<file path="src/rtl/tone_alert_gen.sv">
// tone_alert_gen
//   Audible-alert generator for the water-reminder buzzer path. A start
//   request latches a tone half-period, a beep on/off cadence and a beep
//   count. The block then drives a square wave onto the buzzer in timed
//   bursts until the count is exhausted or a stop arrives.
//
// Parameters
//   DIV_W   width of the tone half-period and the tone counter
//   BEEP_W  width of the on/off durations and the cadence (phase) counter
//   CNT_W   width of the beep count and the beep counter
//
// Ports
//   clk         system clock; all state changes on the rising edge
//   reset       asynchronous, active-high; returns everything to zero / IDLE
//   start       alert request; only sampled in IDLE; latches configuration
//   stop        abort; honoured in any state; wins over start
//   halfPeriod  tone half-period in clk cycles (0 = silent beeps)
//   onTime      cycles per beep (0 is treated as 1)
//   offTime     gap cycles between beeps (0 = beeps run back to back)
//   beepCount   beeps per alert (0 = continuous until stop)
//   toBuzzer    registered square-wave drive to the buzzer pin
//   busy        high whenever an alert is in progress
//   beepOn      high during the audible part of each beep (LED mirror)
//   done        one-cycle pulse when an alert completes normally
module tone_alert_gen #(
    parameter int DIV_W  = 16,
    parameter int BEEP_W = 24,
    parameter int CNT_W  = 8
) (
    input  logic              clk,
    input  logic              reset,
    input  logic              start,
    input  logic              stop,
    input  logic [DIV_W-1:0]  halfPeriod,
    input  logic [BEEP_W-1:0] onTime,
    input  logic [BEEP_W-1:0] offTime,
    input  logic [CNT_W-1:0]  beepCount,
    output logic              toBuzzer,
    output logic              busy,
    output logic              beepOn,
    output logic              done
);

    typedef enum logic [1:0] {
        IDLE = 2'd0,
        ON   = 2'd1,
        OFF  = 2'd2
    } state_t;

    state_t state;

    // Configuration captured when the alert is accepted
    logic [DIV_W-1:0]  hp_lat;
    logic [BEEP_W-1:0] on_lat;
    logic [BEEP_W-1:0] off_lat;
    logic [CNT_W-1:0]  cnt_lat;

    // Running counters
    logic [CNT_W-1:0]  beep_cnt;
    logic [BEEP_W-1:0] phase;
    logic [DIV_W-1:0]  tone_cnt;
    logic              tone;

    logic              on_last;
    logic              off_last;
    logic              tone_wrap;
    logic [CNT_W-1:0]  beep_next;
    logic              final_beep;

    // on_lat is never 0 (coerced at latch), and OFF is only entered with
    // off_lat != 0, so the "-1" compares cannot underflow where they matter.
    assign on_last    = (phase == on_lat - BEEP_W'(1));
    assign off_last   = (phase == off_lat - BEEP_W'(1));
    assign tone_wrap  = (tone_cnt == hp_lat - DIV_W'(1));
    assign beep_next  = beep_cnt + CNT_W'(1);
    // With a count of 0 the beep counter just wraps and never ends the alert
    assign final_beep = (cnt_lat != '0) && (beep_next == cnt_lat);

    assign toBuzzer = tone;

    always_ff @(posedge clk or posedge reset) begin
        if (reset) begin
            state    <= IDLE;
            hp_lat   <= '0;
            on_lat   <= '0;
            off_lat  <= '0;
            cnt_lat  <= '0;
            beep_cnt <= '0;
            phase    <= '0;
            tone_cnt <= '0;
            tone     <= 1'b0;
            busy     <= 1'b0;
            beepOn   <= 1'b0;
            done     <= 1'b0;
        end else begin
            done <= 1'b0;
            if (stop) begin
                // Abort: silence at once, no completion pulse
                state    <= IDLE;
                phase    <= '0;
                tone_cnt <= '0;
                tone     <= 1'b0;
                busy     <= 1'b0;
                beepOn   <= 1'b0;
            end else begin
                case (state)
                    IDLE: begin
                        if (start) begin
                            hp_lat   <= halfPeriod;
                            on_lat   <= (onTime == '0) ? BEEP_W'(1) : onTime;
                            off_lat  <= offTime;
                            cnt_lat  <= beepCount;
                            beep_cnt <= '0;
                            phase    <= '0;
                            tone_cnt <= '0;
                            tone     <= 1'b0;
                            state    <= ON;
                            busy     <= 1'b1;
                            beepOn   <= 1'b1;
                        end
                    end

                    ON: begin
                        if (on_last) begin
                            // End of a beep: every beep restarts with tone low
                            beep_cnt <= beep_next;
                            phase    <= '0;
                            tone_cnt <= '0;
                            tone     <= 1'b0;
                            if (final_beep) begin
                                state  <= IDLE;
                                busy   <= 1'b0;
                                beepOn <= 1'b0;
                                done   <= 1'b1;
                            end else if (off_lat == '0) begin
                                state <= ON;
                            end else begin
                                state  <= OFF;
                                beepOn <= 1'b0;
                            end
                        end else begin
                            phase <= phase + BEEP_W'(1);
                            // A zero half-period keeps the beep silent but
                            // leaves the cadence untouched.
                            if (hp_lat != '0) begin
                                if (tone_wrap) begin
                                    tone     <= ~tone;
                                    tone_cnt <= '0;
                                end else begin
                                    tone_cnt <= tone_cnt + DIV_W'(1);
                                end
                            end
                        end
                    end

                    OFF: begin
                        if (off_last) begin
                            state    <= ON;
                            phase    <= '0;
                            tone_cnt <= '0;
                            tone     <= 1'b0;
                            beepOn   <= 1'b1;
                        end else begin
                            phase <= phase + BEEP_W'(1);
                        end
                    end

                    default: begin
                        state    <= IDLE;
                        phase    <= '0;
                        tone_cnt <= '0;
                        tone     <= 1'b0;
                        busy     <= 1'b0;
                        beepOn   <= 1'b0;
                    end
                endcase
            end
        end
    end

endmodule

</file>
<file path="config.mk">
export PLATFORM = sky130hd
export DESIGN_NAME = tone_alert_gen
export DESIGN_NICKNAME = d
export VERILOG_FILES = /design/src/rtl/tone_alert_gen.sv
export SDC_FILE = /design/constraint.sdc
export NUM_CORES = 1
export LEC_CHECK = 0
export CAP_MARGIN = 10
export CORE_MARGIN = 5
export CORE_UTILIZATION = 41
export CTS_CLUSTER_DIAMETER = 200
export DETAILED_ROUTE_END_ITERATION = 8
export DONT_BUFFER_PORTS = 1
export PLACE_DENSITY = 0.65
export RECOVER_POWER = 100
export SYNTH_ARGS = -nofsm -noshare
export SYNTH_HDL_FRONTEND = slang
export SYNTH_SLANG_ARGS = --single-unit
</file>
<file path="constraint.sdc">
create_clock -name clk -period 9.95 [get_ports clk]
set_input_delay 1.99 -clock clk [delete_from_list [all_inputs] [get_ports clk]]
set_output_delay 1.99 -clock clk [all_outputs]
set_load 0.05 [all_outputs]
</file>
==> results_dict.tcl <==
set metrics [dict create \
    swShare_pct 36.5 \
    grt_first_pass_wirelength_mm 31.8 \
    die_h_um 150 \
    vias 6391 \
    clock-sinks 126 \
    total_power_mw 2.36 \
    ant_nets 0 \
    track_usage_pct 17.6 \
    area_growth_pct 10.1 \
    hpwl_mm 14.1 \
    grt_pass1_vias 6029 \
    port_buffers 0 \
    cts_buffer_depth 2 \
    drv_slew 146 \
    crit_fanout 49 \
    period_share_pct 51.1 \
    p_sw_uw 862 \
    end_kind "flip-flop" \
    async_flop_share_pct 100 \
    core_um2 19400 \
    htree_levels 4 \
    start_util_pct 41.6 \
    setup_viol 0 \
    cellPowerDensity_nw_per_um2 266 \
    syn_avg_cell_area_um2 9.65 \
    tightest_slew_ps 2760 \
    combPwrFrac_pct 34.4 \
    drt-initial-drc-count 465 \
    vias_per_cell 5.82 \
    drt-total-wl_mm 19.1 \
    vdd_drop_max_mv 0.126 \
    max-slew-margin-rel_pct -84.3 \
    utilization_pct 45.8 \
    postSynthCellCount 836 \
    syn_area_um2 8070 \
    numCtsBuffers 17 \
    max_freq_mhz 197 \
    worstPathArrival_ps 5380 \
    synthFlopType "dfrtp_1" \
    routedWlPerCell_um 17.4 \
    hold_buffers 0 \
    critPathLaunchType "primary input" \
    status "finished with violations" \
    crit_required_ps 10250 \
    grt_overflow 0 \
    finClkSkew_ps 12.2 \
    layout-drive-gt1-share_pct 14.9 \
    power_frac_clock_pct 26.9 \
    ioPinCount 80 \
    yosys_warnings 0 \
    final_area_um2 8880 \
    clkLatencyLatePin_ps 430 \
    synth.distinct_cells 67 \
    worst_hold_slack_ps 530 \
    synth_seq_cells 126 \
    drc 0 \
    synth-seq-area-share_pct 39.1 \
    instances_no_fill 1098 \
    post-cts-setup-buffer-count 0 \
    hold_viol_final 0 \
    path_class "in -> reg" \
    p_seq_share_pct 38.7 \
    die_w_um 150 \
    fillerInstances 1819 \
    final_nets 909 \
    setup_tns_ps 0 \
    period_minus_slack_ps 5080 \
    reg2reg_depth 9 \
    dp_cells 1068 \
    antenna_found_initial 1 \
    crit_chain "inv_1, nand3_1, clkbuf_1, mux2_2" \
    multi_input_area_um2 4690 \
    antenna-diode-count 0 \
    grt_start_max_net_pins 80 \
    p_leak_nw 3.62 \
    final_cell_mix "126 x dfrtp_1, 74 x mux2_2, 54 x xnor2_1" \
    die-area_um2 22600 \
    violations "max-capacitance violations, max-slew violations" \
    power.internal_mw 1.50 \
    dpl-instance-area_um2 8300 \
    dp_slack_ps 5400 \
    cts_tree "built" \
    cts_resized 0 \
    syn_nets 923 \
    regArea_um2 3150 \
    cts.reportedPaths.clkPinSlew_ps 50 \
    rows 51 \
    finalWorstSetupSlack_ps 4870 \
    worst_path_max_delay_cell "clkbuf_1" \
    layout_commonest_cell "dfrtp_1" \
    grt_setup_unrepaired "false" \
    root_buffer "clkbuf_16" \
    synth_edf_count 0 \
    maxCapViolCount 3 \
    first_pass_iters 5 \
    holdPathStages 2 \
    hp-class "reg -> reg" \
    slowest_delay_ps 2030 \
    place_congestion 0.871 \
]
==> layer usage <==
layer,vias up,GRT usage [%],wire (µm)
li1,3120,-,-
met1,3084,24.6,9100
met2,155,26.0,8440
met3,30,5.24,1180
met4,2,6.27,350
met5,-,0,7
==> cells in the mapped netlist (21+ instances only) <==
cell,count,area share (%)
nand2_1,48,2.2
a21oi_1,36,2.2
inv_1,23,1.1
nor4_1,27,2.1
dfrtp_1,126,39
xor2_1,38,4.1
clkbuf_1,30,1.4
and3_1,25,1.9
nor3_1,29,1.8
a31oi_1,21,1.6
o21ai_0,23,1.4
nand3_1,33,2.0
mux2_2,74,10
xnor2_1,54,5.9
nor2_1,43,2.0
==> worst paths after layout <==
kind                             start            to  slack (ps)
setup / recovery                  stop     on_lat[8]        4870
min in group asynchronous        reset   off_lat[21]        2000
hold / removal             beep_cnt[4]   beep_cnt[4]         530
max in group asynchronous        reset     on_lat[9]        6170
hold reg to reg            beep_cnt[4]   beep_cnt[4]         530
setup reg to reg             on_lat[2]  tone_cnt[15]        4900
==> sequential cells by signal, indices dropped and copies added (netlist names) <==
register	flops
on_lat	24
beepOn	1
state	2
cnt_lat	8
off_lat	24
busy	1
beep_cnt	8
hp_lat	16
phase	24
done	1
toBuzzer	1
tone_cnt	16
==> layout make-up <==
class	count	area share [%]
Multi-Input combinational cell	650	52.8
Sequential cell	126	35.5
Clock buffer	24	5.54
Tap cell	265	3.73
Timing Repair Buffer	4	0.254
Clock inverter	6	1.21
Inverter	23	0.986
==> critical path, delay by kind of cell <==
kind	cells	cell delay (ps)
simple gates	1	810
mux	1	480
buf+inv	2	2070
==> power groups by stage <==
stage | Combinational, mW | Sequential (mW) | Clock [mW]
2_1_floorplan | 0.689 | 0.846 | 0
3_3_place_gp | 0.790 | 0.914 | 0
3_5_place_dp | 0.804 | 0.919 | 0
4_1_cts | 0.811 | 0.912 | 0.650
5_1_grt | 0.906 | 0.947 | 0.672
6_report | 0.811 | 0.914 | 0.636
==> kinds of logic after synthesis <==
logic type	synth area share, %
AOI/OAI and AO/OA	15.1
muxes	11.2
DFF	39.1
buffers and inverters	2.87
xor gates and xnor gates	9.99
adders and majority gates	1.71
and+or+nand+nor	20.0
No activity file was read; power rests on OpenSTA's default activity.
